`config.mk`:
```
export PLATFORM = sky130hd
export DESIGN_NAME = ce_st_monitor
export DESIGN_NICKNAME = d
export VERILOG_FILES = /design/src/rtl/ce_mon_pkg.sv /design/src/rtl/st_interval_cnt.sv /design/src/rtl/ce_st_monitor.sv
export SDC_FILE = /design/constraint.sdc
export NUM_CORES = 1
export LEC_CHECK = 0
export ABC_AREA = 1
export ABC_CLOCK_PERIOD_IN_PS = 1500
export BUFFER_PORTS_ARGS = -buffer_cell sky130_fd_sc_hd__buf_2
export CAP_MARGIN = 20
export CORE_ASPECT_RATIO = 0.7
export CORE_MARGIN = 10
export CORE_UTILIZATION = 45
export CTS_CLUSTER_SIZE = 8
export DETAILED_ROUTE_END_ITERATION = 16
export HOLD_SLACK_MARGIN = 0.1
export PLACE_DENSITY_LB_ADDON = 0.05
export SYNTH_ARGS = -nofsm -noshare
export SYNTH_HDL_FRONTEND = slang
export SYNTH_SLANG_ARGS = --single-unit
```
`constraint.sdc`:
```
create_clock -name clk -period 1.5 [get_ports clk]
set_input_delay 0.3 -clock clk [delete_from_list [all_inputs] [get_ports clk]]
set_output_delay 0.3 -clock clk [all_outputs]
set_load 0.005 [all_outputs]
```
`src/rtl/ce_mon_pkg.sv`:
```
// Shared types and constants for the clock-enable strobe monitor.
// Latency: n/a (declarations only).
// Backpressure: n/a.
//
// Contents:
//   CNT_W, ERR_W   widths of the interval counter and the error counter
//   mon_state_e    SEARCH (no reference strobe), TRACK (measuring), LOCKED
//   nom_cycles()   nominal strobe period in clk cycles from the two periods in ns
package ce_mon_pkg;

   localparam int CNT_W = 19;
   localparam int ERR_W = 8;

   typedef enum logic [1:0] {
      SEARCH = 2'd0,
      TRACK  = 2'd1,
      LOCKED = 2'd2
   } mon_state_e;

   // Nominal number of clk cycles between strobes.
   function automatic int nom_cycles(input int tst_ns, input int tclk_ns);
      return tst_ns / tclk_ns;
   endfunction

endpackage

```
`src/rtl/st_interval_cnt.sv`:
```
// Interval counter: counts clk cycles since the last strobe, restarting at 1 on a strobe.
// Latency: cnt reflects the strobe one clk after it is sampled.
// Backpressure: none; free-running observer.
//
// Ports:
//   clk    in   system clock
//   rst    in   asynchronous active-high reset, clears the count to 0
//   ce_st  in   strobe under test
//   cnt    out  CNT_W-bit interval count, saturates at all-ones
module st_interval_cnt
   import ce_mon_pkg::*;
(
   input  logic             clk,
   input  logic             rst,
   input  logic             ce_st,
   output logic [CNT_W-1:0] cnt
);

   logic [CNT_W-1:0] cnt_q;
   logic [CNT_W-1:0] cnt_d;

   // Loading 1 (not 0) on the strobe makes the value seen on the next strobe
   // cycle equal to the number of cycles between the two strobes.
   always_comb begin
      cnt_d = cnt_q;
      if (ce_st) begin
         cnt_d = CNT_W'(1);
      end else if (cnt_q != {CNT_W{1'b1}}) begin
         cnt_d = cnt_q + CNT_W'(1);
      end
   end

   always_ff @(posedge clk or posedge rst) begin
      if (rst) begin
         cnt_q <= '0;
      end else begin
         cnt_q <= cnt_d;
      end
   end

   assign cnt = cnt_q;

endmodule

```
`src/rtl/ce_st_monitor.sv`:
```
// Receiving-end checker for the periodic ce_st strobe: measures intervals, tracks lock, flags early/late.
// Latency: every output is registered, one clk after the deciding edge.
// Backpressure: none; passive observer, never stalls the strobe source.
//
// Ports:
//   clk         in   system clock
//   rst         in   asynchronous active-high reset
//   ce_st       in   strobe under test, one clk wide, synchronous to clk
//   lock        out  level, strobe periodic and within window
//   period      out  last measured interval in cycles
//   period_vld  out  one-cycle pulse, period updated
//   err_early   out  one-cycle pulse, interval below NOM-TOL
//   err_late    out  one-cycle pulse, interval reached NOM+TOL+1 (late or missing strobe)
//   err_cnt     out  saturating count of early and late events
module ce_st_monitor
   import ce_mon_pkg::*;
#(
   parameter int TCLK   = 20,
   parameter int TST    = 100000,
   parameter int TOL    = 2,
   parameter int LOCK_N = 4
) (
   input  logic             clk,
   input  logic             rst,
   input  logic             ce_st,
   output logic             lock,
   output logic [CNT_W-1:0] period,
   output logic             period_vld,
   output logic             err_early,
   output logic             err_late,
   output logic [ERR_W-1:0] err_cnt
);

   localparam int NOM     = nom_cycles(TST, TCLK);
   localparam int WIN_LO  = NOM - TOL;
   localparam int LATE_AT = NOM + TOL + 1;
   localparam int GOOD_W  = $clog2(LOCK_N + 1);

   localparam logic [CNT_W-1:0]  WIN_LO_C  = CNT_W'(WIN_LO);
   localparam logic [CNT_W-1:0]  LATE_AT_C = CNT_W'(LATE_AT);
   localparam logic [GOOD_W-1:0] LOCK_N_C  = GOOD_W'(LOCK_N);

   // A window starting below 2 could not tell a stuck-high strobe from a good
   // one, and a late threshold outside the counter range would never fire.
   if (WIN_LO < 2) begin : g_bad_window
      $fatal(1, "ce_st_monitor: NOM-TOL must be at least 2");
   end
   if (LATE_AT >= (1 << CNT_W)) begin : g_bad_late
      $fatal(1, "ce_st_monitor: NOM+TOL+1 exceeds the interval counter range");
   end
   if (LOCK_N < 1) begin : g_bad_lock
      $fatal(1, "ce_st_monitor: LOCK_N must be at least 1");
   end

   logic [CNT_W-1:0] cnt;

   st_interval_cnt u_interval_cnt (
      .clk   (clk),
      .rst   (rst),
      .ce_st (ce_st),
      .cnt   (cnt)
   );

   mon_state_e        state_q, state_d;
   logic [GOOD_W-1:0] good_q, good_d;
   logic [CNT_W-1:0]  period_q, period_d;
   logic              period_vld_q, period_vld_d;
   logic              err_early_q, err_early_d;
   logic              err_late_q, err_late_d;
   logic [ERR_W-1:0]  err_cnt_q, err_cnt_d;
   logic              lock_q, lock_d;

   always_comb begin
      state_d      = state_q;
      good_d       = good_q;
      period_d     = period_q;
      period_vld_d = 1'b0;
      err_early_d  = 1'b0;
      err_late_d   = 1'b0;

      unique case (state_q)
         SEARCH: begin
            // First strobe only sets the reference; there is no interval yet.
            if (ce_st) begin
               state_d = TRACK;
               good_d  = '0;
            end
         end

         TRACK, LOCKED: begin
            if (ce_st) begin
               period_d     = cnt;
               period_vld_d = 1'b1;
               if (cnt >= LATE_AT_C) begin
                  // A strobe on the late threshold is reported only as late,
                  // but still serves as the new reference.
                  err_late_d = 1'b1;
                  good_d     = '0;
                  state_d    = TRACK;
               end else if (cnt < WIN_LO_C) begin
                  err_early_d = 1'b1;
                  good_d      = '0;
                  state_d     = TRACK;
               end else begin
                  if (good_q != LOCK_N_C) begin
                     good_d = good_q + GOOD_W'(1);
                  end
                  if (good_d == LOCK_N_C) begin
                     state_d = LOCKED;
                  end
               end
            end else if (cnt == LATE_AT_C) begin
               // Missing strobe: drop the reference. The counter keeps running
               // and saturates, so no further late pulses occur in SEARCH.
               err_late_d = 1'b1;
               good_d     = '0;
               state_d    = SEARCH;
            end
         end

         default: begin
            state_d = SEARCH;
            good_d  = '0;
         end
      endcase
   end

   always_comb begin
      err_cnt_d = err_cnt_q;
      if ((err_early_d || err_late_d) && (err_cnt_q != {ERR_W{1'b1}})) begin
         err_cnt_d = err_cnt_q + ERR_W'(1);
      end
      lock_d = (state_d == LOCKED);
   end

   always_ff @(posedge clk or posedge rst) begin
      if (rst) begin
         state_q      <= SEARCH;
         good_q       <= '0;
         period_q     <= '0;
         period_vld_q <= 1'b0;
         err_early_q  <= 1'b0;
         err_late_q   <= 1'b0;
         err_cnt_q    <= '0;
         lock_q       <= 1'b0;
      end else begin
         state_q      <= state_d;
         good_q       <= good_d;
         period_q     <= period_d;
         period_vld_q <= period_vld_d;
         err_early_q  <= err_early_d;
         err_late_q   <= err_late_d;
         err_cnt_q    <= err_cnt_d;
         lock_q       <= lock_d;
      end
   end

   assign lock       = lock_q;
   assign period     = period_q;
   assign period_vld = period_vld_q;
   assign err_early  = err_early_q;
   assign err_late   = err_late_q;
   assign err_cnt    = err_cnt_q;

endmodule
```
==> results, run 1 <==
- The initial utilization of the core area, before any placement, comes to 0.466.
- The number of input and output port buffers inserted is 33.
- The synthesized netlist occupies a cell area of 2930 um2.
- The worst hold-check path type is in2reg.
- The reg-to-reg setup timing slack is -0.18 ns.
- The flow ran to the end, but the final reports show violations.
- The H-tree was split into 2 levels.
- The root buffer cell chosen for the clock tree is clkbuf_8.
- In this run the worst setup path terminates at err_cnt[5].
- Measured in cells, the most critical reg-to-reg path has a length of 11.
- The initial antenna violation count was 0.
- Across all setup checks in the final design, the least slack found is -0.181 ns.
- STA puts the critical path data arrival time at 1.90 ns.
- For this run, the post-layout net count is 486.
- Setup violations remaining at the end of the flow were counted as 32.
- The total of warnings raised by yosys is 0.
- The library cell used most frequently in the layout, excluding fill and tap cells, is nand2_1.
- The slowest cell on the critical path is dfrtp_1.
- Across every metal layer, demand over resource in global routing totals 0.162.
- The placed cell count is 529.
- The number of rows created at floorplan is 24.
- After clock tree synthesis, the clock-pin slew on the worst setup and hold paths is 0.11 ns.
- The synthesis-to-layout area growth is 43.8%.
- In the layout the commonest cells are nand2_1 (79), buf_4 (69), dfrtp_1 (51).
- At the pin with the least slew margin, the transition time is 0.454 ns.
- The total overflow reported by the global router is 0.
- The count of placed standard cells in the final layout, fillers left out is 556.
- IR analysis of the VDD net gives a maximum drop of 544 uV.
- The total chip power is 3.69 mW.
- The first-pass GRT wire length is 13.2 mm.
- Synthesis produced 360 cells.
- The critical path crosses 11 cells after its start point.
- The number of antenna cells inserted is 0.
- The area inside the core boundary is 6280 um2.
- After detailed routing, the number of remaining DRC violations is 0.
- The maximum root-to-sink buffer count is 2.
- The total power density per cell area is 877 nW/um2.
- Setup repair after global routing could not meet its margin everywhere.
- The number of I/O pins is 34.
- The tool flagged a number of max-cap violations equal to 0.
- The latest clock arrival within the worst-skew pair is 0.33 ns.
- The worst path buffer plus inverter count is 2.
- The worst register-to-register path ends at err_cnt[5].
- The number of clock buffers added by TritonCTS is 5.
- The analysis attributes to cell leakage a power of 2.19 nW.
- The total wirelength of the detailed-routed design is 8.22 mm.
- Along the worst path, the maximum fanout reaches 8.
- The critical path is of the reg2reg type.
- Summed over all failing endpoints, the final setup total negative slack is -3.22 ns.
- The hold violation total from the final report is 0.
- The final count of pins violating max slew is 0.
- The count of cell types in the netlist is 31.
- The total via count after detailed routing is 2808.
- In the final layout, the share of cells above drive strength 1 is 0.444.
- The average via count per standard cell is 5.05.
- Before antenna repair, the detailed router went through 4 iterations.
- In the final routed layout, each cell accounts on average for 14.8 um.
- The delay of the slowest critical-path stage is 0.44 ns.
- Summed over all nets, the half-perimeter wirelength after detailed placement is 5.85 mm.
- Between clock sinks in the finished design, the worst skew comes to 0.0167 ns.
- The kind of cell with the highest combined delay along the critical path is simple AND/OR/NAND/NOR gates.
- CTS saw 55 sinks.
- The first-iteration detailed-routing DRC count is 183.
- The floorplan step defined a die boundary enclosing 10200 um2.
- Entering global routing, the biggest net connects 56 pins.
- The worst relative slew slack is 0.695.
- The cell that appears most often on the critical path is nand2_1.
- The worst setup path is launched from a flip-flop.
- The startpoint identified for the worst register-to-register timing path is u_interval_cnt.cnt[11].
- The endpoint type of the worst setup path is a flip-flop.
- Traced cell by cell, the critical path runs through inv_2, nand2_1, nor2_2, buf_4, nand3_2, a21oi_2, nand2_2, nand2_4, nand2_8, nand2_1, nand2_1.
- The launching element of the worst setup path is u_interval_cnt.cnt[11].
- Once detail routing completed, the nets flagged for antenna violations numbered 0.
- The part of the Yosys area used for sequential elements is 0.470.
- The die is 87.5 um tall.
- The final weighted congestion in routability-driven placement is 0.857.
- Subtracting the final worst setup slack from the clock period gives 1.68 ns.
- The CTS tree is built.
- At the worst endpoint, the required time is 1.72 ns.
- The total of fill cells in the finished design is 547.
- Based on the critical path, the design can be clocked at up to 0.595 GHz.
- When the netlist entered floorplanning its net count stood at 369.
- Counting flops and latches in the post-synthesis netlist gives 55.
- The number of global-route vias before repair is 2699.
- The final reports fail on setup timing.
- The post-route clock period utilization is 1.12.
- The die width is 116 um.
- In this run the mean area of a mapped cell was 8.13 um2.
sequential cells by signal (all words and copies together), names as in the netlist:
| name | cells |
|---|---|
| period | 19 |
| u_interval_cnt.cnt | 19 |
| err_cnt | 8 |
| good_q | 3 |
| state_q | 2 |
| err_early | 1 |
| err_late | 1 |
| lock | 1 |
| period_vld | 1 |
cell usage after synthesis:
library cell,n,share of area
nand2_4,3,0.012
nand2_1,92,0.12
nor2_2,2,0.0043
inv_2,2,0.0026
buf_6,1,0.0038
a21oi_1,5,0.0086
nand4_1,10,0.021
buf_1,1,0.0013
nor4_1,1,0.0021
dfrtp_1,55,0.47
nand2_2,8,0.017
buf_4,1,0.0026
nor3b_2,1,0.0043
nor2_4,2,0.0077
nor3_1,3,0.0051
o31ai_1,3,0.0077
nor2_1,27,0.035
o21ai_0,30,0.051
nand3_1,30,0.051
clkbuf_1,3,0.0038
a31oi_1,5,0.011
ha_1,6,0.026
nor3_4,2,0.011
a21oi_2,2,0.0060
inv_1,45,0.058
xnor2_1,3,0.0090
or2_2,2,0.0043
xor2_1,6,0.018
o21ai_2,4,0.012
and3_1,1,0.0021
nand3_2,4,0.014
worst register-to-register path, stage by stage, from the launching register on:
cell and delay (ns):
dfrtp_1 0.44, inv_2 0.09, nand2_1 0.07, nor2_2 0.19, buf_4 0.14, nand3_2 0.08
a21oi_2 0.15, nand2_2 0.09, nand2_4 0.13, nand2_8 0.08, nand2_1 0.06, nand2_1 0.05
power by group:
| part | internal, mW | switching [mW] |
|---|---|---|
| sequential | 1.61 | 0.0797 |
| clock | 0.379 | 0.539 |
| combinational | 0.469 | 0.608 |
| total | 2.46 | 1.23 |
through the flow:
stage / cell area [um2] / util / hold WS [ns] / worst slack, ns
floorplan: 2950 / - / 0.374 / 0.0166
global placement: 3680 / 0.586 / 0.399 / -0.170
detailed placement: 3680 / 0.586 / 0.405 / -0.216
CTS: 3950 / 0.629 / 0.400 / -0.129
global route: 4210 / 0.670 / 0.380 / -0.288
finish: 4210 / 0.670 / 0.385 / -0.181
logic make-up after synthesis:
group	after synthesis	share of synthesized area
adder cells (fa/ha/maj)	6	0.0257
AND/OR/NAND/NOR	188	0.309
flip-flops	55	0.470
buffers and inverters	53	0.0719
XOR/XNOR	9	0.0269
AO/OA/AOI/OAI	49	0.0962
worst min path at each step:
| stage | start | to | slack, ns | cells after the start |
|---|---|---|---|---|
| after detailed placement | rst | err_cnt[4] | 0.40 | 3 |
| after floorplan | rst | err_cnt[0] | 0.37 | 1 |
| after global routing | ce_st | u_interval_cnt.cnt[18] | 0.38 | 3 |
| after global placement | rst | err_cnt[3] | 0.40 | 3 |
| final | ce_st | u_interval_cnt.cnt[18] | 0.38 | 3 |
| after CTS | ce_st | period_vld | 0.40 | 4 |
what timing repair did:
item	4_1_cts	5_1_grt
setup endpoints to repair	30	51
cloned	1	0
pin swaps	17	24
setup buffers	8	9
hold buffers	1	0
endpoints found under the hold margin	55	0
gates resized for setup	33	52
metal layers:
metal	up-vias	global-route usage	part of all wire
met5	-	0	0
met4	0	0.0374	0.0088
met3	7	0.0365	0.051
met2	50	0.245	0.44
met1	1349	0.228	0.50
li1	1402	-	-
final cells by class:
type / count / area [um2] / share of cell area
clock buffers: 6 / 82.6 / 0.0196
repair buffers: 115 / 837 / 0.199
flip-flops and latches: 55 / 1380 / 0.328
well taps: 78 / 97.6 / 0.0232
multi-input cells: 253 / 1610 / 0.382
inverters: 47 / 183 / 0.0434
clock inverters: 2 / 16.3 / 0.00387
(Power assumes the default switching activity.)
==> run 2: changes to the inputs <==
- CELL_PAD_IN_SITES_DETAIL_PLACEMENT: not set -> 0
- CELL_PAD_IN_SITES_GLOBAL_PLACEMENT: not set -> 2
- CORE_UTILIZATION: 45 -> 31
- SYNTH_HIERARCHICAL: not set -> 1
==> run 2 against run 1 <==
Net effect: the run still ends with setup timing left; synthesized cell count rose by 11%; sequential power fell by 2%; final cell count rose by 16%; worst setup slack improved by 0.056 ns; clock power rose by 49%; die area rose by 40%; sequential share of layout area fell by 1.3 points; global-route usage fell by 3.0 points; via count rose by 3.7%; worst hold slack got worse by 0.061 ns; highest routed layer unchanged; clock skew fell by 0.012 ns.
==> results, run 2 <==
- The flow ran to the end, but the final reports show violations.
- The final reports fail on setup timing.
- The total wirelength of the detailed-routed design is 9.17 mm (+12%).
- The number of global-route vias before repair was 2854 (+5.7%).
- The synthesis-to-layout area growth is 43.3%.
- The ratio of cells with drive above 1 in the final layout is 0.375 (-0.0683).
- The area of the mapped netlist is 3050 um2 (+4.4%).
- The placed wire-length estimate was 7.06 mm (+21%).
- The prevailing post-synth register cell is dfrtp_1.
- Setup repair after global routing could not meet its margin everywhere.
- The number of input and output port buffers inserted was 33 (unchanged).
- The number of levels the H-tree was split into is 2 (unchanged).
- The reg-to-reg setup timing slack came to -0.13 ns (+0.06 ns).
- The setup clock skew after layout came to 0.00500 ns (-0.0117 ns).
- The tightest min-delay check is of the in2reg type.
- The first-iteration detailed-routing DRC count is 175 (-4.4%).
- The total via count after detailed routing was 2913 (+3.7%).
- The arrival time at the worst endpoint is 1.81 ns (-0.09 ns).
- The maximum vdd ir drop is 537 uV (-1.2%).
- The average via count per standard cell is 4.52 (-11%).
- The data required time of the worst path is 1.69 ns (-0.03 ns).
- The gate count after technology mapping is 401 (+11%).
- The part of the Yosys area used for sequential elements was 0.451 (-0.0197).
- The number of endpoints failing setup at the final stage is 25 (-22%).
- The latest clock arrival within the worst-skew pair is 0.29 ns (-0.04 ns).
- The internal power consumption is 2.64 mW (+7.5%).
- The leakage component of the power is 2.32 nW (+5.9%).
- The switching part of the total came to 0.254 (-0.0785).
- The number of antenna cells inserted is 0 (unchanged).
- The leading cell type by number of instances after synthesis is nand2_1.
- The pin count of the biggest net entering global routing is 37 (-34%).
- The post-synth net total was 410 (+11%).
- The part of the total power dissipated in the clock network is 0.386 (+0.137).
- The core occupancy in the finished layout came to 0.454 (-0.216).
- The post-route clock period utilization is 1.08 (-0.0373).
- The mean cell area of the mapped netlist was 7.61 um2 (-6.3%).
- The total power density per cell area is 810 nW/um2 (-7.6%).
- The first-pass GRT wire length is 15.3 mm (+16%).
- The total of warnings raised by yosys is 6 (+6).
- The library cell with the largest summed area after synthesis is dfrtp_1.
- The total iterations of the first detailed-routing run was 4 (unchanged).
- The measured slew at the worst slew-check pin is 0.470 ns (+0.0165 ns).
- The endpoint type of the worst setup path is a flip-flop.
- The sink count of the clock tree is 55 (unchanged).
- The setup path with the least slack is of type reg2reg.
- The total chip power is 3.55 mW (-3.9%).
- The area inside the core boundary came to 9650 um2 (+54%).
- Leaving out fill and tap cells, the most frequent cells in the layout are nand2_1 (127), buf_4 (72), dfrtp_1 (51).
- The die outline area is 14300 um2 (+40%).
- The top-area cell type share of the netlist area is 0.451 (-0.0197).
- The total overflow reported by the global router was 0 (unchanged).
- The minimum clock period after layout came to 1.63 ns (-0.0559 ns).
- The die width is 139 um (+19%).
- The library cell used most frequently in the layout, excluding fill and tap cells, is nand2_1.
- The hold violation total from the final report is 0 (unchanged).
- The minimum setup slack after placement is -0.182 ns (+0.0336 ns).
- The post-route worst setup slack came to -0.125 ns (+0.0559 ns).
- The combined global-route utilization of all metal layers is 0.131 (-0.0303).
- The final weighted congestion in routability-driven placement is 0.810 (-5.5%).
- TritonCTS built the clock tree.
- The achievable clock frequency came to 0.615 GHz (+3.4%).
- The number of rows created at floorplan is 30 (+25%).
- The final setup TNS is -1.42 ns (+1.80 ns).
- The count of max-cap constraint violations is 0 (unchanged).
- Ranked by instance count, the synthesized netlist is headed by nand2_1 (136), dfrtp_1 (55), nand3_1 (43).
- The power spent charging and discharging nets is 902 uW (-27%).
- The residual antenna-violating net count after detailed routing came to 0 (unchanged).
- The total CTS buffers is 5 (unchanged).
- The count of cell types in the netlist is 29 (-6.5%).
- The initial antenna violation count came to 0 (unchanged).
- The combinational share of power is 0.148 (-0.144).
- The proportion of synthesized flip-flops having asynchronous set or reset was 1.00 (unchanged).
- The clock-pin slew reported for the worst setup and hold paths after clock tree synthesis was 0.07 ns (-0.04 ns).
- The total DRC errors in the routed layout was 0 (unchanged).
- The number of enable flip-flop cells after synthesis came to 0 (unchanged).
- The post-synthesis sequential element count is 55 (unchanged).
- The type of origin of the critical path is a flip-flop.
- The routed wire length per instance was 14.2 um (-3.8%).
- The sequential group share of total power is 0.467 (+0.008).
- The maximum root-to-sink buffer count is 2 (unchanged).
- The number of I/O pins is 34 (unchanged).
- CTS placed an instance of clkbuf_16 at the clock tree root.
- The largest fanout on the critical path was 8 (unchanged).
- Ranked by total cell area, the synthesized netlist is headed by dfrtp_1 (45%), nand2_1 (17%), nand3_1 (7.0%).
- The effective utilization at floorplan is 0.316 (-0.150).
- The vertical extent of the die is 103 um (+18%).
- The final count of pins violating max slew was 0 (unchanged).
- The worst relative slew slack was 0.687 (-0.00865).
- The final net count is 525 (+8.0%).
==> run 2: cell count changes after synthesis, moves of 4 or more <==
cell / change
inv_1: -8
or2_2: +4
o21ai_2: -4
nor2_2: +5
nand3_1: +13
a31oi_1: -5
o21ai_0: -16
nand2_1: +44
nor2_1: +7
==> run 2: what timing repair did <==
item / in CTS / in global routing
endpoints found under the hold margin: 19 / 0
gates resized for setup: 20 / 37
cloned: 1 / 0
buffers inserted: 3 / 5
pin swaps: 11 / 15
hold buffers: 1 / 0
endpoints found under the setup margin: 40 / 55
==> run 2: logic make-up after synthesis <==
kind of cell / count (synthesis) / share of synthesized area
flip-flops: 55 / 0.451
buffers and inverters: 47 / 0.0602
AO/OA/AOI/OAI: 26 / 0.0463
XOR/XNOR: 6 / 0.0172
adder cells (fa/ha/maj): 6 / 0.0246
AND/OR/NAND/NOR: 261 / 0.401
==> run 2: through the flow <==
stage / std cells / hold WS, ns / area (um2)
after floorplan: 401 / 0.251 / 3050
after global placement: 627 / 0.349 / 3900
after detailed placement: 627 / 0.353 / 3900
after CTS: 640 / 0.294 / 4180
after global routing: 645 / 0.329 / 4380
final: 645 / 0.323 / 4380
==> run 2: power groups by stage <==
stage	clock [mW]	combinational [mW]	sequential [mW]
6_report	1.37	0.524	1.65
5_1_grt	1.48	0.599	1.67
2_1_floorplan	0	0.224	1.69
3_5_place_dp	0	0.500	1.68
4_1_cts	1.41	0.517	1.66
3_3_place_gp	0	0.490	1.68
==> run 2: path summary, 6_finish.rpt <==
kind,from,end,cells after the start
setup / recovery,u_interval_cnt/cnt[14],err_cnt[4],10
hold / removal,ce_st,u_interval_cnt/cnt[18],2
setup reg to reg,u_interval_cnt/cnt[14],err_cnt[4],10
hold reg to reg,period[3],period[3],2
max in group asynchronous,rst,period[11],4
min in group asynchronous,rst,u_interval_cnt/cnt[8],4
==> run 2: layout make-up <==
class / instances / area [um2]
repair buffers: 112 / 801
clock buffers: 6 / 139
well taps: 128 / 160
inverters: 42 / 158
flip-flops and latches: 55 / 1380
fillers: 980 / 5270
multi-input cells: 300 / 1700
clock inverters: 2 / 35.0
==> run 2: layer usage <==
metal,track usage,share of wire,up-vias
met5,0,0,-
met4,0.0216,0.0048,0
met3,0.0322,0.043,4
met2,0.185,0.40,60
met1,0.198,0.55,1339
li1,-,-,1510
==> run 2: critical path: stages, from the launching register on <==
cell,delay [ns]
dfrtp_2,0.45
nor2_4,0.19
nand3_4,0.10
nor2_4,0.19
nand2_4,0.09
nand3_4,0.12
nand2_4,0.09
nand2_8,0.09
nand2_8,0.07
nand2_1,0.07
nand2_1,0.04
